==> config.mk <==
export PLATFORM = sky130hd
export DESIGN_NAME = pb_debouncer_flat
export DESIGN_NICKNAME = d
export VERILOG_FILES = /design/src/rtl/pb_debouncer_pkg.sv /design/src/rtl/pb_debouncer_if.sv /design/src/rtl/pb_debouncer_ch.sv /design/src/rtl/pb_debouncer.sv /design/src/flat_wrapper.sv
export SDC_FILE = /design/constraint.sdc
export NUM_CORES = 1
export LEC_CHECK = 0
export ABC_AREA = 1
export BUFFER_PORTS_ARGS = -buffer_cell sky130_fd_sc_hd__buf_2
export CAP_MARGIN = 20
export CORE_MARGIN = 2
export CORE_UTILIZATION = 45
export CTS_BUF_LIST = sky130_fd_sc_hd__clkbuf_8
export DETAILED_ROUTE_END_ITERATION = 8
export GPL_ROUTABILITY_DRIVEN = 0
export PLACE_DENSITY = 0.68
export SKIP_CTS_REPAIR_TIMING = 1
export SYNTH_ARGS = -nofsm -noshare
export SYNTH_HDL_FRONTEND = slang
export SYNTH_HIERARCHICAL = 1
export SYNTH_SLANG_ARGS = --single-unit
==> constraint.sdc <==
create_clock -name clk -period 1.6 [get_ports clk]
set_clock_uncertainty 0.1 [all_clocks]
set_input_delay 0.32 -clock clk [delete_from_list [all_inputs] [get_ports clk]]
set_output_delay 0.32 -clock clk [all_outputs]
set_load 0.005 [all_outputs]
==> src/rtl/pb_debouncer_pkg.sv <==
// ============================================================================
// pb_debouncer_pkg : shared types and defaults for the push-button debouncer
// Revision 1.0
// ============================================================================
`default_nettype none

package pb_debouncer_pkg;

   typedef enum logic [1:0] {
      S_LOW     = 2'd0,
      S_WAIT_HI = 2'd1,
      S_HIGH    = 2'd2,
      S_WAIT_LO = 2'd3
   } ch_state_e;

   localparam int DEF_DEBOUNCE_CYCLES = 1000000;
   localparam int DEF_CNT_WIDTH       = 20;
   localparam int DEF_SYNC_STAGES     = 2;

   // Counter value at which a pending level is accepted.
   function automatic int term_count(input int cycles);
      return cycles - 1;
   endfunction

endpackage

`default_nettype wire

==> src/rtl/pb_debouncer_if.sv <==
// ============================================================================
// pb_debouncer_if : button-side and PS-side signal bundle of the debouncer
// Revision 1.0
// ============================================================================
`default_nettype none

interface pb_debouncer_if #(
   parameter int NUM_CH = 4
);
   logic [NUM_CH-1:0] pb_raw;
   logic [NUM_CH-1:0] evt_clear;
   logic [NUM_CH-1:0] pb_level;
   logic [NUM_CH-1:0] pb_rise;
   logic [NUM_CH-1:0] pb_fall;
   logic [NUM_CH-1:0] pb_evt;

   modport master (
      output pb_raw,
      output evt_clear,
      input  pb_level,
      input  pb_rise,
      input  pb_fall,
      input  pb_evt
   );

   modport slave (
      input  pb_raw,
      input  evt_clear,
      output pb_level,
      output pb_rise,
      output pb_fall,
      output pb_evt
   );
endinterface

`default_nettype wire

==> src/rtl/pb_debouncer_ch.sv <==
// ============================================================================
// pb_debounce_ch : one button channel - synchronizer, stability FSM, pulses
// Revision 1.0
// ============================================================================
`default_nettype none

module pb_debounce_ch
   import pb_debouncer_pkg::*;
#(
   parameter int SYNC_STAGES     = DEF_SYNC_STAGES,
   parameter int DEBOUNCE_CYCLES = DEF_DEBOUNCE_CYCLES,
   parameter int CNT_WIDTH       = DEF_CNT_WIDTH
)(
   input  logic clk,
   input  logic reset,
   input  logic raw,
   input  logic evt_clear,
   output logic level,
   output logic rise,
   output logic fall,
   output logic evt
);

   localparam logic [CNT_WIDTH-1:0] c_term_cnt = CNT_WIDTH'(term_count(DEBOUNCE_CYCLES));
   localparam logic [CNT_WIDTH-1:0] c_one      = CNT_WIDTH'(1);

   logic [SYNC_STAGES-1:0] r_sync;
   logic                   w_sync;
   ch_state_e              r_state;
   ch_state_e              w_state_nxt;
   logic [CNT_WIDTH-1:0]   r_cnt;
   logic [CNT_WIDTH-1:0]   w_cnt_nxt;
   logic                   r_level;
   logic                   r_rise;
   logic                   r_fall;
   logic                   r_evt;
   logic                   w_level_nxt;
   logic                   w_rise_nxt;
   logic                   w_fall_nxt;

   assign w_sync = r_sync[SYNC_STAGES-1];

   always_ff @(posedge clk or posedge reset) begin
      if (reset) begin
         r_sync  <= '0;
         r_state <= S_LOW;
         r_cnt   <= '0;
         r_level <= 1'b0;
         r_rise  <= 1'b0;
         r_fall  <= 1'b0;
         r_evt   <= 1'b0;
      end else begin
         r_sync  <= {r_sync[SYNC_STAGES-2:0], raw};
         r_state <= w_state_nxt;
         r_cnt   <= w_cnt_nxt;
         r_level <= w_level_nxt;
         r_rise  <= w_rise_nxt;
         r_fall  <= w_fall_nxt;
         // A pending rise outranks a simultaneous clear.
         r_evt   <= r_rise | (r_evt & ~evt_clear);
      end
   end

   always_comb begin
      w_state_nxt = r_state;
      w_cnt_nxt   = '0;
      case (r_state)
         S_LOW: begin
            if (w_sync) begin
               w_state_nxt = S_WAIT_HI;
               w_cnt_nxt   = c_one;
            end
         end
         S_WAIT_HI: begin
            if (!w_sync) begin
               w_state_nxt = S_LOW;
            end else if (r_cnt == c_term_cnt) begin
               w_state_nxt = S_HIGH;
            end else begin
               w_cnt_nxt = r_cnt + c_one;
            end
         end
         S_HIGH: begin
            if (!w_sync) begin
               w_state_nxt = S_WAIT_LO;
               w_cnt_nxt   = c_one;
            end
         end
         S_WAIT_LO: begin
            if (w_sync) begin
               w_state_nxt = S_HIGH;
            end else if (r_cnt == c_term_cnt) begin
               w_state_nxt = S_LOW;
            end else begin
               w_cnt_nxt = r_cnt + c_one;
            end
         end
         default: begin
            w_state_nxt = S_LOW;
         end
      endcase
   end

   always_comb begin
      w_level_nxt = (w_state_nxt == S_HIGH) || (w_state_nxt == S_WAIT_LO);
      w_rise_nxt  = (r_state == S_WAIT_HI) && (w_state_nxt == S_HIGH);
      w_fall_nxt  = (r_state == S_WAIT_LO) && (w_state_nxt == S_LOW);
   end

   assign level = r_level;
   assign rise  = r_rise;
   assign fall  = r_fall;
   assign evt   = r_evt;

endmodule

`default_nettype wire

==> src/rtl/pb_debouncer.sv <==
// ============================================================================
// pb_debouncer : NUM_CH independent push-button synchronizer/debouncers
// Revision 1.0
// ============================================================================
`default_nettype none

module pb_debouncer
   import pb_debouncer_pkg::*;
#(
   parameter int NUM_CH          = 4,
   parameter int SYNC_STAGES     = DEF_SYNC_STAGES,
   parameter int DEBOUNCE_CYCLES = DEF_DEBOUNCE_CYCLES,
   parameter int CNT_WIDTH       = DEF_CNT_WIDTH
)(
   input  logic            clk,
   input  logic            reset,
   pb_debouncer_if.slave   bus
);

   logic [NUM_CH-1:0] w_level;
   logic [NUM_CH-1:0] w_rise;
   logic [NUM_CH-1:0] w_fall;
   logic [NUM_CH-1:0] w_evt;

   if ((DEBOUNCE_CYCLES < 2) ||
       (64'(DEBOUNCE_CYCLES) >= (64'd1 << CNT_WIDTH)) ||
       (SYNC_STAGES < 2) || (SYNC_STAGES > 4)) begin : g_param_err
      $fatal(1, "pb_debouncer: illegal DEBOUNCE_CYCLES/CNT_WIDTH/SYNC_STAGES");
   end

   for (genvar i = 0; i < NUM_CH; i++) begin : g_ch
      pb_debounce_ch #(
         .SYNC_STAGES     (SYNC_STAGES),
         .DEBOUNCE_CYCLES (DEBOUNCE_CYCLES),
         .CNT_WIDTH       (CNT_WIDTH)
      ) u_ch (
         .clk       (clk),
         .reset     (reset),
         .raw       (bus.pb_raw[i]),
         .evt_clear (bus.evt_clear[i]),
         .level     (w_level[i]),
         .rise      (w_rise[i]),
         .fall      (w_fall[i]),
         .evt       (w_evt[i])
      );
   end

   assign bus.pb_level = w_level;
   assign bus.pb_rise  = w_rise;
   assign bus.pb_fall  = w_fall;
   assign bus.pb_evt   = w_evt;

endmodule

`default_nettype wire
==> src/flat_wrapper.sv <==
// flat-port wrapper written by rule: the top's interface ports become plain ports
module pb_debouncer_flat import pb_debouncer_pkg::*;
#(
   parameter int NUM_CH          = 4,
   parameter int SYNC_STAGES     = DEF_SYNC_STAGES,
   parameter int DEBOUNCE_CYCLES = DEF_DEBOUNCE_CYCLES,
   parameter int CNT_WIDTH       = DEF_CNT_WIDTH
)
  (clk, reset, bus_pb_raw, bus_evt_clear, bus_pb_level, bus_pb_rise, bus_pb_fall, bus_pb_evt);
  pb_debouncer_if #(.NUM_CH(NUM_CH)) bus_i ();
  input  logic clk;
  input  logic reset;
  input wire logic [$bits(bus_i.pb_raw)-1:0] bus_pb_raw;
  input wire logic [$bits(bus_i.evt_clear)-1:0] bus_evt_clear;
  output wire logic [$bits(bus_i.pb_level)-1:0] bus_pb_level;
  output wire logic [$bits(bus_i.pb_rise)-1:0] bus_pb_rise;
  output wire logic [$bits(bus_i.pb_fall)-1:0] bus_pb_fall;
  output wire logic [$bits(bus_i.pb_evt)-1:0] bus_pb_evt;
  assign bus_i.pb_raw = bus_pb_raw;
  assign bus_i.evt_clear = bus_evt_clear;
  assign bus_pb_level = bus_i.pb_level;
  assign bus_pb_rise = bus_i.pb_rise;
  assign bus_pb_fall = bus_i.pb_fall;
  assign bus_pb_evt = bus_i.pb_evt;
  pb_debouncer #(.NUM_CH(NUM_CH), .SYNC_STAGES(SYNC_STAGES), .DEBOUNCE_CYCLES(DEBOUNCE_CYCLES), .CNT_WIDTH(CNT_WIDTH)) u_core (.clk(clk), .reset(reset), .bus(bus_i));
endmodule
; Word level (Yosys, flattened, before mapping)
; Cells that the tools add are included.
[word_totals]
regBits = 112
out_inout_bits = 16
[op_classes]
addsub = 4
n_eq_ne = 24
muxes = 52
bitwise_logic = 12
n_reduce_logical = 20
[op_table]
columns = op, count
row1 = case mux 20 bit (4 select lines), 4
row2 = two-way mux 20 bit, 12
row3 = adder 20 x 1 -> 20 bit (second input constant), 4
row4 = equality test 20 bit (second input constant), 4
row5 = two-way mux 2 bit, 24
row6 = equality test 2 bit (second input constant), 16
row7 = case mux 2 bit (4 select lines), 4
row8 = logical NOT 2 bit, 8
row9 = equality test 2 x 1 -> 1 bit (second input constant), 4
row10 = logical AND 1 bit, 8
row11 = two-way mux 1 bit, 8
row12 = bitwise AND 1 bit, 4
row13 = logical OR 1 bit, 4
row14 = NOT 1 bit, 4
row15 = bitwise OR 1 bit, 4

; Longest topological paths before layout
[logic_depth]
word_depth = 6
depth_mapped = 9

; Modules after synthesis
; Netlist, hierarchy kept.
[by_module_without_submodules]
columns = mod, n_inst, cells_per_inst, area_each_um2, seq_area_each_um2
row1 = pb_debounce_ch (u_core.g_ch[0].u_ch ...), 3, 190, 1470.2, 675.6
row2 = pb_debounce_ch (u_core.g_ch[3].u_ch), 1, 201, 1472.7, 700.7

; Worst setup path after synthesis
; OpenSTA, ideal clock, no wires.
[synth_timing]
path_kind = register -> register
from = register u_core.g_ch[3].u_ch.r_cnt[0]
to = register u_core.g_ch[3].u_ch.r_cnt[2]
t_arrival_ps = 1306
slack_ps = 74
path_stages_with_launch = 10
path_buffers = 1
synth_period_minus_slack_ps = 1526
path_cell_list = dfrtp_1 > ha_1 > nand2_1 > nor2_4 > nand3_1 > nor2_2 > nor2_4 > inv_2 > buf_6 > nor2_1
[synth_via]
elab_chain_cells = 4
word_cells_on_any_way = 6
[synth_rtl]
columns = item, line
row1 = start: declaration, pb_debouncer_ch.sv:31  ; logic [CNT_WIDTH-1:0] r_cnt;
row2 = start signal: assignment, pb_debouncer_ch.sv:55  ; r_cnt <= w_cnt_nxt;
row3 = adder 20 x 1 -> 20 bit / equality test 20 bit (equally long branches), --
row4 = two-way mux 20 bit *, "pb_debouncer_ch.sv:77, pb_debouncer_ch.sv:92"
row5 = two-way mux 20 bit (on tied branches), "pb_debouncer_ch.sv:90, pb_debouncer_ch.sv:75"
row6 = case mux 20 bit (4 select lines) *, pb_debouncer_ch.sv:67  ; case (r_state)
row7 = net u_core.g_ch[3].u_ch.w_cnt_nxt[2], pb_debouncer_ch.sv:32  ; logic [CNT_WIDTH-1:0] w_cnt_nxt;
; Mark *: on every way through the listed nets, which the timed path passes. The rest lies on a longest branch.

; Final worst setup path
[layout_timing]
from = register u_core.g_ch[3].u_ch.r_cnt[1]
to = register u_core.g_ch[3].u_ch.r_cnt[5]
; The elaborated chain is that of the path after synthesis.

==> impl_metrics.ini <==
[sta]
fmax_ghz = 0.645
worst_slack_ps = 49.6
relSlewSlack_pct = 76.6
fin_crit_sh_pct = 96.9
hold_ws_ps = 3.40
layout_min_cycle_time_ps = 1550
hold_viol = 0
rsz0062_at_grt = yes
setup_viol = 0
fin_tns_setup_ps = 0
worstMarginPinSlew_ps = 351
slew_violations = 0

[floorplan]
die_y_um = 118
core_um2 = 12700
start_util_pct = 46.4
io-pin-count = 26
die_area_um2 = 14000
rows = 41
die_x_um = 118

[synthesis]
synth_warnings = 6
syn-num-nets = 785
synth-seq-cells = 109
synth_area_um2 = 5880
yosysSeqAreaShare_pct = 46.4
synth.avg_cell_area_um2 = 7.63
yosys.cell_types.count = 23
syn_inst = 771

[layout]
syn_to_final_growth_pct = 17.9
finalNetCount = 859
drive_above_1_share_pct = 18.1
antenna_cells = 0

[setup_path]
arrival_ps = 1730
crit_chain = ha_4, nand2_4, nor2_4, nand3_2, nor2_4, nor2_4, buf_6, inv_6, nor2_1
r2r_slack_ps = 50
critPathMaxStageDelay_ps = 400
path_buf_inv = 2
required_ps = 1780
worstSetupStartpointType = flop
cpLargestDelayFamily = simple AND/OR/NAND/NOR gates
crit_path_end_kind = flop
crit_fanout = 5
critPathMostFrequentCell = nor2_4
path_class = reg2reg
cp_slowest_cell = dfrtp_1

[global_routing]
grt_pass1_wl_um = 19100
antenna_found_initial = 0
grt_pass1_vias = 4247
grt-ovfl-total = 0
grt_start_max_net_pins = 29
grtUsageTotal_pct = 16.7

[clocking]
clock_sinks = 109
cts-buffers-inserted = 9
path_clk_slew_ps = 100
cts_tree = done
h-tree-depth = 3
worstSkewPairLatency_ps = 380
clockBufferDepth = 2
cts_root_buffer = clkbuf_8

[routing]
firstDrtPassIters = 5
drc_errors = 0
drt-total-wl_um = 11600
ant_nets = 0
vias_per_cell = 4.64
wl_per_cell_um = 11.3
num_vias = 4734
drtIter0Drc = 329

[power]
seqPwrFrac_pct = 56.3
leakage_nw = 3.12
power_per_cell_area_nw_per_um2 = 719
netSwitchingPower_mw = 1.10
clkPwrFrac_pct = 39.0
comb_power_share_pct = 4.7
p_int_mw = 3.89
switching_share_pct = 22.0
vdd_ir_drop_max_mv = 0.577

[placement]
place_ws_ps = -43.9
portBuffers = 25
dpl.hpwl_um = 8100

[min_path]
hp-class = in2reg

[status]
status = finished clean

[flow_run]
cap_violations = 0
## power by group through the flow
stage | Clock [mW] | Sequential, mW | Combinational, mW
floorplan | 0 | 2.85 | 0.131
global placement | 0 | 2.86 | 0.186
detailed placement | 0 | 2.86 | 0.189
CTS | 2.02 | 2.80 | 0.190
global route | 2.13 | 2.82 | 0.271
finish | 1.94 | 2.81 | 0.235
## worst reg2reg max path, stage by stage (launching register included)
cell and delay [ps]:
dfrtp_1 400, ha_4 180, nand2_4 60, nor2_4 150
nand3_2 100, nor2_4 150, nor2_4 60, buf_6 140
inv_6 70, nor2_1 40
## cell usage in the layout (no fill, tap or decap), drive strengths merged, types with 3 or more instances in the layout
| cell type | instances |
|---|---|
| nand2 | 231 |
| nor2 | 207 |
| inv | 114 |
| dfrtp | 109 |
| buf | 52 |
| nand3 | 35 |
| xor2 | 31 |
| nor3 | 16 |
| o21bai | 12 |
| clkbuf | 9 |
| dlygate4sd3 | 7 |
| a21oi | 6 |
| ha | 4 |
| o21ai | 4 |
| bufinv | 3 |
| nand3b | 3 |
| nand4 | 3 |
## Yosys cell counts, drive strengths merged
| library cell | instances | share of area, % |
|---|---|---|
| a21oi | 6 | 0.51 |
| buf | 1 | 0.19 |
| dfrtp | 109 | 46 |
| ha | 4 | 0.85 |
| inv | 111 | 7.1 |
| nand2 | 231 | 15 |
| nand3 | 35 | 4.4 |
| nand3b | 3 | 0.38 |
| nand4 | 3 | 0.32 |
| nor2 | 204 | 15 |
| nor3 | 16 | 2.1 |
| o21ai | 4 | 0.34 |
| o21bai | 11 | 2.0 |
| xnor2 | 2 | 0.30 |
| xor2 | 31 | 4.6 |
## area by class of cell
cell class,count,area [um^2]
tap,172,215
timing repair buffer,59,430
fill,1216,5730
timing repair inverter,1,8.76
clock inverter,6,105
clock buffer,9,124
inverter,111,432
sequential,109,2730
multi-input combinational,554,2890
## through the flow
stage	total power, mW	util (%)	instance area, um^2	instances
6_report	4.99	54.7	6940	1021
2_1_floorplan	2.98	-	5880	771
3_5_place_dp	3.05	50.0	6340	984
5_1_grt	5.22	54.7	6940	1021
3_3_place_gp	3.04	50.0	6340	984
4_1_cts	5.01	51.8	6570	999
## cell families after synthesis
kind of cell | Yosys count | share of synthesized area [%]
AOI/OAI and AO/OA | 21 | 2.83
xor gates and xnor gates | 33 | 4.91
adders and majority gates | 4 | 0.851
buffers and inverters | 112 | 7.27
DFF | 109 | 46.4
and+or+nand+nor | 492 | 37.8
## worst paths after layout
| path | start | end | cells after the start |
|---|---|---|---|
| setup / recovery | u_core/g_ch[3].u_ch/r_cnt[1]$_DFF_PP0_ | u_core/g_ch[3].u_ch/r_cnt[5]$_DFF_PP0_ | 9 |
| hold / removal | bus_evt_clear[2] | u_core/g_ch[2].u_ch/evt$_DFF_PP0_ | 2 |
| setup reg to reg | u_core/g_ch[3].u_ch/r_cnt[1]$_DFF_PP0_ | u_core/g_ch[3].u_ch/r_cnt[5]$_DFF_PP0_ | 9 |
| hold reg to reg | u_core/g_ch[2].u_ch/r_sync[0]$_DFF_PP0_ | u_core/g_ch[2].u_ch/r_sync[1]$_DFF_PP0_ | 0 |
| max in group asynchronous | reset | u_core/g_ch[2].u_ch/r_cnt[2]$_DFF_PP0_ | 4 |
| min in group asynchronous | reset | u_core/g_ch[0].u_ch/r_cnt[17]$_DFF_PP0_ | 4 |
## state kept, by name (all words and copies together), names as in the netlist
signal                    cells
u_core/g_ch.u_ch/r_state      5
u_core/g_ch.u_ch/r_cnt       80
u_core/g_ch.u_ch/fall         4
u_core/g_ch.u_ch/evt          4
u_core/g_ch.u_ch/level        4
u_core/g_ch.u_ch/r_sync       8
u_core/g_ch.u_ch/rise         4
## layer usage
metal  share of wire (%)  global-route usage, %  wire length, um  up-vias
li1                    -                      -                -     2476
met1                  50                   22.9             5790     2183
met2                  46                   26.6             5260       63
met3                 3.2                   4.05              368       12
met4                 1.2                   4.52              144        0
met5                   0                      0                0        -
No activity file was read; power rests on OpenSTA's default activity.
